--- config.mk ---
export PLATFORM = sky130hd
export DESIGN_NAME = font_rom_arbiter
export DESIGN_NICKNAME = d
export VERILOG_FILES = /design/src/rtl/font_rom_arbiter.sv
export SDC_FILE = /design/constraint.sdc
export NUM_CORES = 1
export LEC_CHECK = 0
export BUFFER_PORTS_ARGS = -buffer_cell sky130_fd_sc_hd__buf_2
export CAP_MARGIN = 20
export CORE_ASPECT_RATIO = 0.6
export CORE_MARGIN = 2
export CORE_UTILIZATION = 25
export DETAILED_ROUTE_END_ITERATION = 12
export GPL_TIMING_DRIVEN = 0
export PLACE_DENSITY = 0.55
export SLEW_MARGIN = 20
export SYNTH_ARGS = -nofsm -noshare
export SYNTH_HDL_FRONTEND = slang
export SYNTH_SLANG_ARGS = --single-unit
--- constraint.sdc ---
create_clock -name clk -period 2.66 [get_ports clk]
set_input_delay 0.266 -clock clk [delete_from_list [all_inputs] [get_ports clk]]
set_output_delay 0.266 -clock clk [all_outputs]
set_load 0.01 [all_outputs]
--- src/rtl/font_rom_arbiter.sv ---
// font_rom_arbiter: shares one synchronous font ROM between N_REQ overlay
// requesters. One ROM read is issued per cycle at most; the returned row is
// routed back to its owner through a one-hot tag pipeline.
//
// Build option: define FONT_ARB_FIXED_PRIO_EN for fixed priority (index 0
// highest). Left undefined, the arbiter is round-robin with a rotating pointer.
//
// Handshake: req[i] is a level request. The request is accepted on the edge
// where gnt[i] rises, and gnt[i] is high for exactly one cycle. req_addr for
// requester i must stay stable while req[i] is high and gnt[i] is low. In the
// gnt cycle the requester may present a new address or drop req. The read
// result comes back as a one-cycle rvalid[i] pulse with rdata, ROM_LAT+1
// cycles after gnt[i]. There is no back-pressure on the return path.
module font_rom_arbiter #(
    parameter int N_REQ   = 3,
    parameter int ADDR_W  = 11,
    parameter int DATA_W  = 8,
    parameter int ROM_LAT = 1
) (
    input  logic                      clk,
    input  logic                      reset,
    input  logic [N_REQ-1:0]          req,
    input  logic [N_REQ*ADDR_W-1:0]   req_addr,
    output logic [N_REQ-1:0]          gnt,
    output logic [ADDR_W-1:0]         rom_addr,
    output logic                      rom_en,
    input  logic [DATA_W-1:0]         rom_data,
    output logic [DATA_W-1:0]         rdata,
    output logic [N_REQ-1:0]          rvalid
);

    localparam int PTR_W = (N_REQ > 1) ? $clog2(N_REQ) : 1;
    localparam logic [N_REQ-1:0] ONE_HOT0 = {{(N_REQ-1){1'b0}}, 1'b1};

    // A requester granted last cycle is masked so a held req is not served
    // twice for the same address.
    logic [N_REQ-1:0] eligible;
    logic             found;
    logic [PTR_W-1:0] sel;
    logic [PTR_W:0]   scan;

    // One stage per ROM latency edge; gnt itself is the first tag stage and
    // rvalid the last.
    logic [N_REQ-1:0] tag_pipe [ROM_LAT];

    assign eligible = req & ~gnt;

`ifndef FONT_ARB_FIXED_PRIO_EN
    logic [PTR_W-1:0] ptr;
`endif

    // Winner search: first eligible bit from the start index, wrapping.
    always_comb begin
        found = 1'b0;
        sel   = '0;
        scan  = '0;
        for (int i = 0; i < N_REQ; i++) begin
`ifdef FONT_ARB_FIXED_PRIO_EN
            scan = (PTR_W+1)'(i);
`else
            scan = {1'b0, ptr} + (PTR_W+1)'(i);
            if (scan >= (PTR_W+1)'(N_REQ)) begin
                scan = scan - (PTR_W+1)'(N_REQ);
            end
`endif
            if (!found && eligible[scan[PTR_W-1:0]]) begin
                found = 1'b1;
                sel   = scan[PTR_W-1:0];
            end
        end
    end

    // Issue register: grant pulse, ROM address and read enable.
    always_ff @(posedge clk or posedge reset) begin
        if (reset) begin
            gnt      <= '0;
            rom_addr <= '0;
            rom_en   <= 1'b0;
        end else if (found) begin
            gnt      <= ONE_HOT0 << sel;
            rom_addr <= req_addr[int'(sel)*ADDR_W +: ADDR_W];
            rom_en   <= 1'b1;
        end else begin
            gnt      <= '0;
            rom_en   <= 1'b0;
        end
    end

`ifndef FONT_ARB_FIXED_PRIO_EN
    // Round-robin pointer: moves to one past the winner, wrapping to 0.
    always_ff @(posedge clk or posedge reset) begin
        if (reset) begin
            ptr <= '0;
        end else if (found) begin
            ptr <= (sel == PTR_W'(N_REQ-1)) ? '0 : sel + 1'b1;
        end
    end
`endif

    // Tag pipeline: carries the grant vector alongside the read in flight.
    always_ff @(posedge clk or posedge reset) begin
        if (reset) begin
            for (int s = 0; s < ROM_LAT; s++) begin
                tag_pipe[s] <= '0;
            end
        end else begin
            tag_pipe[0] <= gnt;
            for (int s = 1; s < ROM_LAT; s++) begin
                tag_pipe[s] <= tag_pipe[s-1];
            end
        end
    end

    // Return register: capture ROM row when its tag arrives; hold otherwise.
    always_ff @(posedge clk or posedge reset) begin
        if (reset) begin
            rvalid <= '0;
            rdata  <= '0;
        end else begin
            rvalid <= tag_pipe[ROM_LAT-1];
            if (|tag_pipe[ROM_LAT-1]) begin
                rdata <= rom_data;
            end
        end
    end

    // Returns are serialised one per cycle, so rvalid is never multi-hot.
    rvalid_onehot_a: assert property (@(posedge clk) disable iff (reset) $onehot0(rvalid));

endmodule

-- After elaboration in Yosys (flattened, before gate mapping)
Cells that the tools add are included.
- flip-flop bits (word level): 31
- input bits: 46
- output and inout port bits: 26
- word-level logic and storage cells: 48
- add/sub/neg operators: 6
- multipliers: 1
- magnitude comparators: 6
- equality and inequality tests: 1
- shift-type cells: 2
- multiplexer cells: 18
- bitwise logic cells: 2
- reduce and logical (&&, ||, !) cells: 5
- operators by type and width (operator ; number):
    indexed part select 33 x 7 -> 11 bit ; 1
    two-way mux 2 bit ; 7
    less-than comparator 2 x 3 -> 1 bit, second input constant ; 3
    two-way mux 1 bit ; 7
    binary-select mux 1 bit (select 2 bit) ; 3
    >= comparator 3 x 2 -> 1 bit, second input constant ; 2
    multiplier 2 x 4 -> 6 bit, second input constant ; 1
    subtractor 2 bit, second input constant ; 3
    adder 2 x 1 -> 3 bit, second input constant ; 1
    adder 2 x 2 -> 3 bit, second input constant ; 1
    AND 3 bit ; 1
    two-way mux 3 bit ; 1
    NOT 3 bit ; 1
    OR reduction 3 bit ; 1
    << shifter 1 x 2 -> 3 bit, first input constant ; 1
    adder 2 x 1 -> 2 bit, second input constant ; 1
    == test 2 bit, second input constant ; 1
    >= comparator 2 bit, second input constant ; 1
    logical AND 1 bit ; 2
    logical NOT 1 bit ; 2

-- Depth between registers and ports, before layout
Gate-level depths: netlist of the first run.
- depth in word-level cells: 13
- gate-level depth with buffers: 12
- gate-level depth less buffers: 9

-- Worst setup path after synthesis of the first run
Ideal clock, no wire load.
- path type: register to register
- start: reg ptr[0]
- end: reg rom_addr[0]
- setup time: 0.124 ns
- arrival time: 2.010 ns
- required time: 2.536 ns
- setup slack: 0.526 ns
- stages on the path, launching flop included: 10
- path buffers: 2
- cell sequence: dfrtp_1 inv_1 ha_1 buf_2 nor3b_2 o21bai_1 a41oi_4 buf_4 mux2i_1 a21oi_2
- longest elaborated chain between the ends: 13
- elaborated cells on any way between the ends: 29
- those cells by class: add/sub (5); mul (1); order compare (3); shift (1); mux (15); reduce/logical (4)
- RTL lines (item ; line ; text):
    start: declaration ; 49 ; logic [PTR_W-1:0] ptr;
    start signal: assignment ; 95 ; ptr <= (sel == PTR_W'(N_REQ-1)) ? '0 : sel + 1'b1;
    parallel branches: the longest is 13 deep, another holds multiplier 2 x 4 -> 6 bit ; n/a ;
    end signal: assignment ; 81 ; rom_addr <= req_addr[int'(sel)*ADDR_W +: ADDR_W];
    end: declaration ; 25 ; output logic [ADDR_W-1:0] rom_addr,
Parallel ways; which one is timed is not known. The select of a mux whose other input is x is not followed.
A chain may end at the register's enable or synchronous reset.

-- Worst setup path after layout of the first run
- start: reg ptr[0]
- end: reg rom_addr[5]
Same word-level chain as after synthesis.

==> results.cfg, run 1 <==
[critical_path]
required_ns = 2.83
r2r-start = ptr[0]
rr_endpoint = rom_addr[5]
critPathLaunchType = flop
rrSetupSlack_ns = 0.26
cp_max_fo = 10
reg2reg_depth = 9
crit_type = flop to flop
arrival_ns = 2.57
setup.worst_path.end_class = flop

[worst_hold_path]
min_path_type = primary input to asynchronous set/reset pin

[finish]
final_common_cell = buf_2
final_cell_mix = buf_2, dfrtp_1, a21oi_2, mux2i_1, o22ai_1
syn_to_final_growth_pct = 37.78
layout.nets = 250
drive_gt1_frac = 0.5693
stdcell_area_um2 = 2108
final_cells = 286
antenna_cells = 0
final_util = 0.3513

[routing]
final_antenna_net_count = 0
drt_iter0_markers = 38
totalWireLength_um = 3763
wl_per_cell_um = 13.16
via_per_inst = 4.378
drtPass1Iterations = 4
post-route-drc-count = 0
vias = 1252

[clocking]
cts-htree-levels = 2
cts_buffers = 5
cts_resized = 0
clk_pin_slew_ns = 0.07
hold_buffers = 0
worstSkewPairLatency_ns = 0.28
root_buffer = clkbuf_8
cts_tree = built
cts_max_path_buffers = 2
cts.sinks = 31
post_cts_buffers = 0

[placed_design]
post-place-ws_ns = 0.2335
io_buffers = 71
hpwl_um = 2926
gp_congestion = 0.7610
dp_cells = 278
dpl_cell_area_um2 = 1991

[synth]
ys_types = 35
synthCells = 123
synth-seq-area-share = 0.5070
synth.avg_cell_area_um2 = 12.44
ys_seq_elements = 31
synth_nets = 172
ys_warn_count = 0
syn_area_um2 = 1530

[sta]
min_period_over_period = 0.9025
setup_violations = 0
whs_ns = 0.06511
worst_slack_ns = 0.2592
relSlewSlack = 0.5693
tns_ns = 0
final_max_slew_viol_count = 0
fin_crit_ns = 2.401
fmax_mhz = 416.5
tightest_slew_ns = 0.6452
finalHoldViolations = 0
rsz0062_at_grt = no
fin_skew_ns = 0.003762

[power_and_ir_drop]
ir_drop_v = 0.0004609
powerDensity_nw_per_um2 = 1462
total_power_mw = 3.083
power.leakage_nw = 1.032

[grt]
met2_usage = 0.1599
grt_use_total = 0.1192
busiest_layer = met1
grt_pass1_wl_um = 6313
met1_usage = 0.1669
grtUsageMet3 = 0.05433
antenna_found_initial = 0
grt_start_max_net_pins = 32
grt.overflow.total = 0
grt_pass1_vias = 1280

[floorplanning]
io-pin-count = 72
initial_core_util = 0.2550
die-width_um = 105
core_area_um2 = 6001
die-area_um2 = 6783
die_h_um = 64.60
rows = 22

[run]
max-cap-violations = 0

[status]
status = finished, final reports clean
-- how the worst max path moves through the flow --
| stage | startpoint | end |
|---|---|---|
| 2_1_floorplan | ptr[0] | rom_addr[0] |
| 3_3_place_gp | ptr[0] | rom_addr[5] |
| 3_5_place_dp | ptr[0] | rom_addr[5] |
| 4_1_cts | ptr[0] | rom_addr[5] |
| 5_1_grt | ptr[0] | rom_addr[5] |
| 6_report | ptr[0] | rom_addr[5] |
-- cell usage after synthesis (all sizes together) --
master   n  area (um2)
a211oi   2       20.02
a21o     2       15.01
a21oi   13       102.6
a22o     1       8.760
a31o     1       8.760
a31oi    2       18.77
a41oi    1       27.53
and2     1       8.760
buf      7       62.56
clkinv   1       8.760
dfrtp   31       775.7
ha       3       37.54
inv      4       15.01
mux2     8       90.09
mux2i   10       100.1
nand2    2       7.510
nand2b   5       31.28
nand3b   3       22.52
nand4    2       12.51
nand4b   1       8.760
nor2     6       30.03
nor3     3       20.02
nor3b    1       12.51
o21bai   1       7.510
o22ai   10       62.56
or2      1       6.260
or3b     1       8.760
-- report_power, final --
group	internal [mW]	switching, mW
clock network	0.303	0.178
registers	0.713	0.120
logic	0.808	0.962
-- logic make-up (layout without fill, tap and decap cells) --
logic type,count (synthesis),after routing,share of synthesized area
AOI/OAI and AO/OA,33,33,0.1774
DFF,31,31,0.5069
and+or+nand+nor,26,26,0.1104
muxes,18,18,0.1243
buffers and inverters,12,91,0.05642
adders and majority gates,3,3,0.02453
-- final cells by class --
type | count | area (um2)
Buffer | 7 | 62.56
Clock buffer | 6 | 82.58
Clock inverter | 2 | 35.03
Fill cell | 657 | 3892
Inverter | 5 | 23.77
Multi-Input combinational cell | 80 | 668.1
Sequential cell | 31 | 775.7
Tap cell | 84 | 105.1
Timing Repair Buffer | 71 | 355.3
-- per-layer routing --
| metal | vias to the layer above | share of wire |
|---|---|---|
| met3 | 8 | 0.098 |
| li1 | 605 | - |
| met5 | - | 0 |
| met2 | 64 | 0.37 |
| met1 | 575 | 0.52 |
| met4 | 0 | 0.014 |
-- sequential cells by signal (all words and copies together), names as in the netlist --
name / count
gnt: 3
rom_addr: 11
rom_en: 1
tag_pipe: 3
rdata: 8
ptr: 2
rvalid: 3
-- worst max-delay path, cell delays in order (launching register included) --
cell and delay [ns]:
dfrtp_1 0.37, inv_1 0.07, ha_1 0.28, buf_2 0.18, a211oi_2 0.29, nor2_1 0.14
a41oi_4 0.35, buf_4 0.26, mux2i_1 0.26, a21oi_2 0.08
Note: power is estimated with default switching activity, not from simulation.
==> inputs of run 2 (changes only) <==
- ABC_AREA: default -> 1
==> run 2 against run 1 <==
Via count increased by 19%. Sequential share of layout area decreased by 0.83 points. Hold slack improved by 0.017 ns. Register-to-register slack improved by 0.29 ns. Critical path depth increased by 3. Critical path type unchanged. Critical endpoint is now rom_addr[6]. Largest cell class unchanged. Largest power group unchanged.
==> results.cfg, run 2 <==
[finish]
antenna_cells = 0
layout.nets = 313
top_register = rom_addr
reg.largest.list = rom_addr x11, rdata x8
final_cell_mix = buf_2, nand2_1, dfrtp_1
drive_gt1_frac = 0.4373
syn_to_final_growth_pct = 32.82
final_common_cell = buf_2
largest_reg_flops = 11

[critical_path]
reg2reg_depth = 12
critPathLaunchType = flop
cp_max_fo = 10
rrSetupSlack_ns = 0.54
crit_type = flop to flop
rr_endpoint = rom_addr[6]
required_ns = 2.86
arrival_ns = 2.32
setup.worst_path.end_class = flop
r2r-start = ptr[0]

[floorplanning]
rows = 22
die-width_um = 108.1
io-pin-count = 72
initial_core_util = 0.2622
core_area_um2 = 6193
die-area_um2 = 7178
die_h_um = 66.43

[sta]
fin_skew_ns = 0.008993
relSlewSlack = 0.5707
fin_crit_ns = 2.115
min_period_over_period = 0.7952
fmax_mhz = 472.7
tns_ns = 0
final_max_slew_viol_count = 0
tightest_slew_ns = 0.6430
rsz0062_at_grt = no
whs_ns = 0.08198
setup_violations = 0
finalHoldViolations = 0
worst_slack_ns = 0.5446

[grt]
grt_pass1_wl_um = 6789
grt_start_max_net_pins = 32
grt_use_total = 0.1271
grt.overflow.total = 0
grt_pass1_vias = 1406
antenna_found_initial = 0

[routing]
via_per_inst = 4.285
final_antenna_net_count = 0
post-route-drc-count = 0
vias = 1487
wl_per_cell_um = 12.37
drt_iter0_markers = 61
totalWireLength_um = 4291
drtPass1Iterations = 4

[power_and_ir_drop]
ir_drop_v = 0.0006863
power.leakage_nw = 1.134
powerDensity_nw_per_um2 = 1746

[clocking]
cts_buffers = 5
worstSkewPairLatency_ns = 0.27
clk_pin_slew_ns = 0.07
cts_tree = built
cts_resized = 0
cts-htree-levels = 2
cts_max_path_buffers = 2
post_cts_buffers = 0
hold_buffers = 0
cts.sinks = 31
root_buffer = clkbuf_8

[worst_hold_path]
min_path_type = primary input to asynchronous set/reset pin

[synth]
synthCells = 186
synth_edf_count = 0
synth.avg_cell_area_um2 = 8.731
synth_common_cells = nand2_1, dfrtp_1, nand3_1, a21oi_1, nor2_1
ys_warn_count = 0
synth-seq-area-share = 0.4777
yosysTopAreaCell = dfrtp_1
ys_seq_elements = 31
synth.most_common_cell = nand2_1
async_flop_share = 1.000
synth_flop_cell = dfrtp_1
syn_area_um2 = 1624
synth_nets = 235
yosys-top-cells-area = dfrtp_1, nand2_1, nand3_1
ys_types = 26
synth_top_area_frac = 0.4777

[placed_design]
gp_congestion = 0.7893
post-place-ws_ns = 0.5287
io_buffers = 71
hpwl_um = 3311

[status]
status = finished, final reports clean

[run]
max-cap-violations = 0
==> run 2: changes by cell type in the layout (fill, tap and decap cells not counted), moves of 4 or more <==
cell and delta:
nand2_1 +44, nand3_1 +24, a21oi_1 +10, mux2i_1 -10, o22ai_1 -9, inv_1 +7
nor2_1 +7, nand2b_1 -5, inv_2 +4, nand2_2 +4
==> run 2: cells by family after synthesis <==
| group | count (synthesis) | share of synthesized area |
|---|---|---|
| adder cells (fa/ha/maj) | 3 | 0.02311 |
| AND/OR/NAND/NOR | 95 | 0.2704 |
| AO/OA/AOI/OAI | 26 | 0.1025 |
| multiplexers | 8 | 0.05547 |
| buffers and inverters | 23 | 0.07088 |
| flip-flops | 31 | 0.4777 |
==> run 2: worst max path at each step <==
stage,from,to,slack (ns),cells after the start
after CTS,ptr[0],rom_addr[6],0.52,12
after global routing,ptr[0],rom_addr[1],0.29,12
after detailed placement,ptr[0],rom_addr[6],0.53,12
after floorplan,ptr[0],rom_addr[0],0.87,13
after global placement,ptr[0],rom_addr[3],0.56,10
final,ptr[0],rom_addr[6],0.54,12
==> run 2: routing by layer <==
| layer | part of all wire | vias to the layer above | GRT usage | wire length (um) |
|---|---|---|---|---|
| li1 | - | 763 | - | - |
| met1 | 0.55 | 651 | 0.1869 | 2341 |
| met2 | 0.35 | 68 | 0.1730 | 1519 |
| met3 | 0.096 | 5 | 0.05025 | 410 |
| met4 | 0.0044 | 0 | 0.02404 | 19 |
| met5 | 0 | - | 0 | 0 |
==> run 2: critical path: stages (launching register included) <==
cell,delay (ns)
dfrtp_1,0.35
inv_1,0.07
ha_1,0.39
inv_2,0.13
nand3_1,0.10
nand2_1,0.17
nand4_1,0.22
nand2_2,0.16
buf_6,0.15
nand2_1,0.06
nand2_1,0.06
nand2_1,0.05
a21oi_1,0.12
==> run 2: through the flow <==
step	power, mW	utilization	std cells	cell area, um2
final	3.766	0.3483	347	2157
after global routing	4.171	0.3483	347	2157
after CTS	3.805	0.3483	347	2157
after detailed placement	3.474	0.3366	341	2085
after global placement	3.451	0.3366	341	2085
after floorplan	2.777	-	186	1624
==> run 2: area by class of cell <==
type                    instances  area [um2]
fillers                       650        4036
clock buffers                   6       72.57
repair buffers                 71       355.3
plain buffers                   8       58.81
flip-flops and latches         31       775.7
multi-input cells             132       733.2
well taps                      84       105.1
inverters                      15       56.30
==> run 2: report_power, final <==
group | internal, mW | total (mW) | switching [mW]
clock network | 0.174 | 0.331 | 0.157
logic | 1.00 | 2.58 | 1.58
registers | 0.740 | 0.859 | 0.118
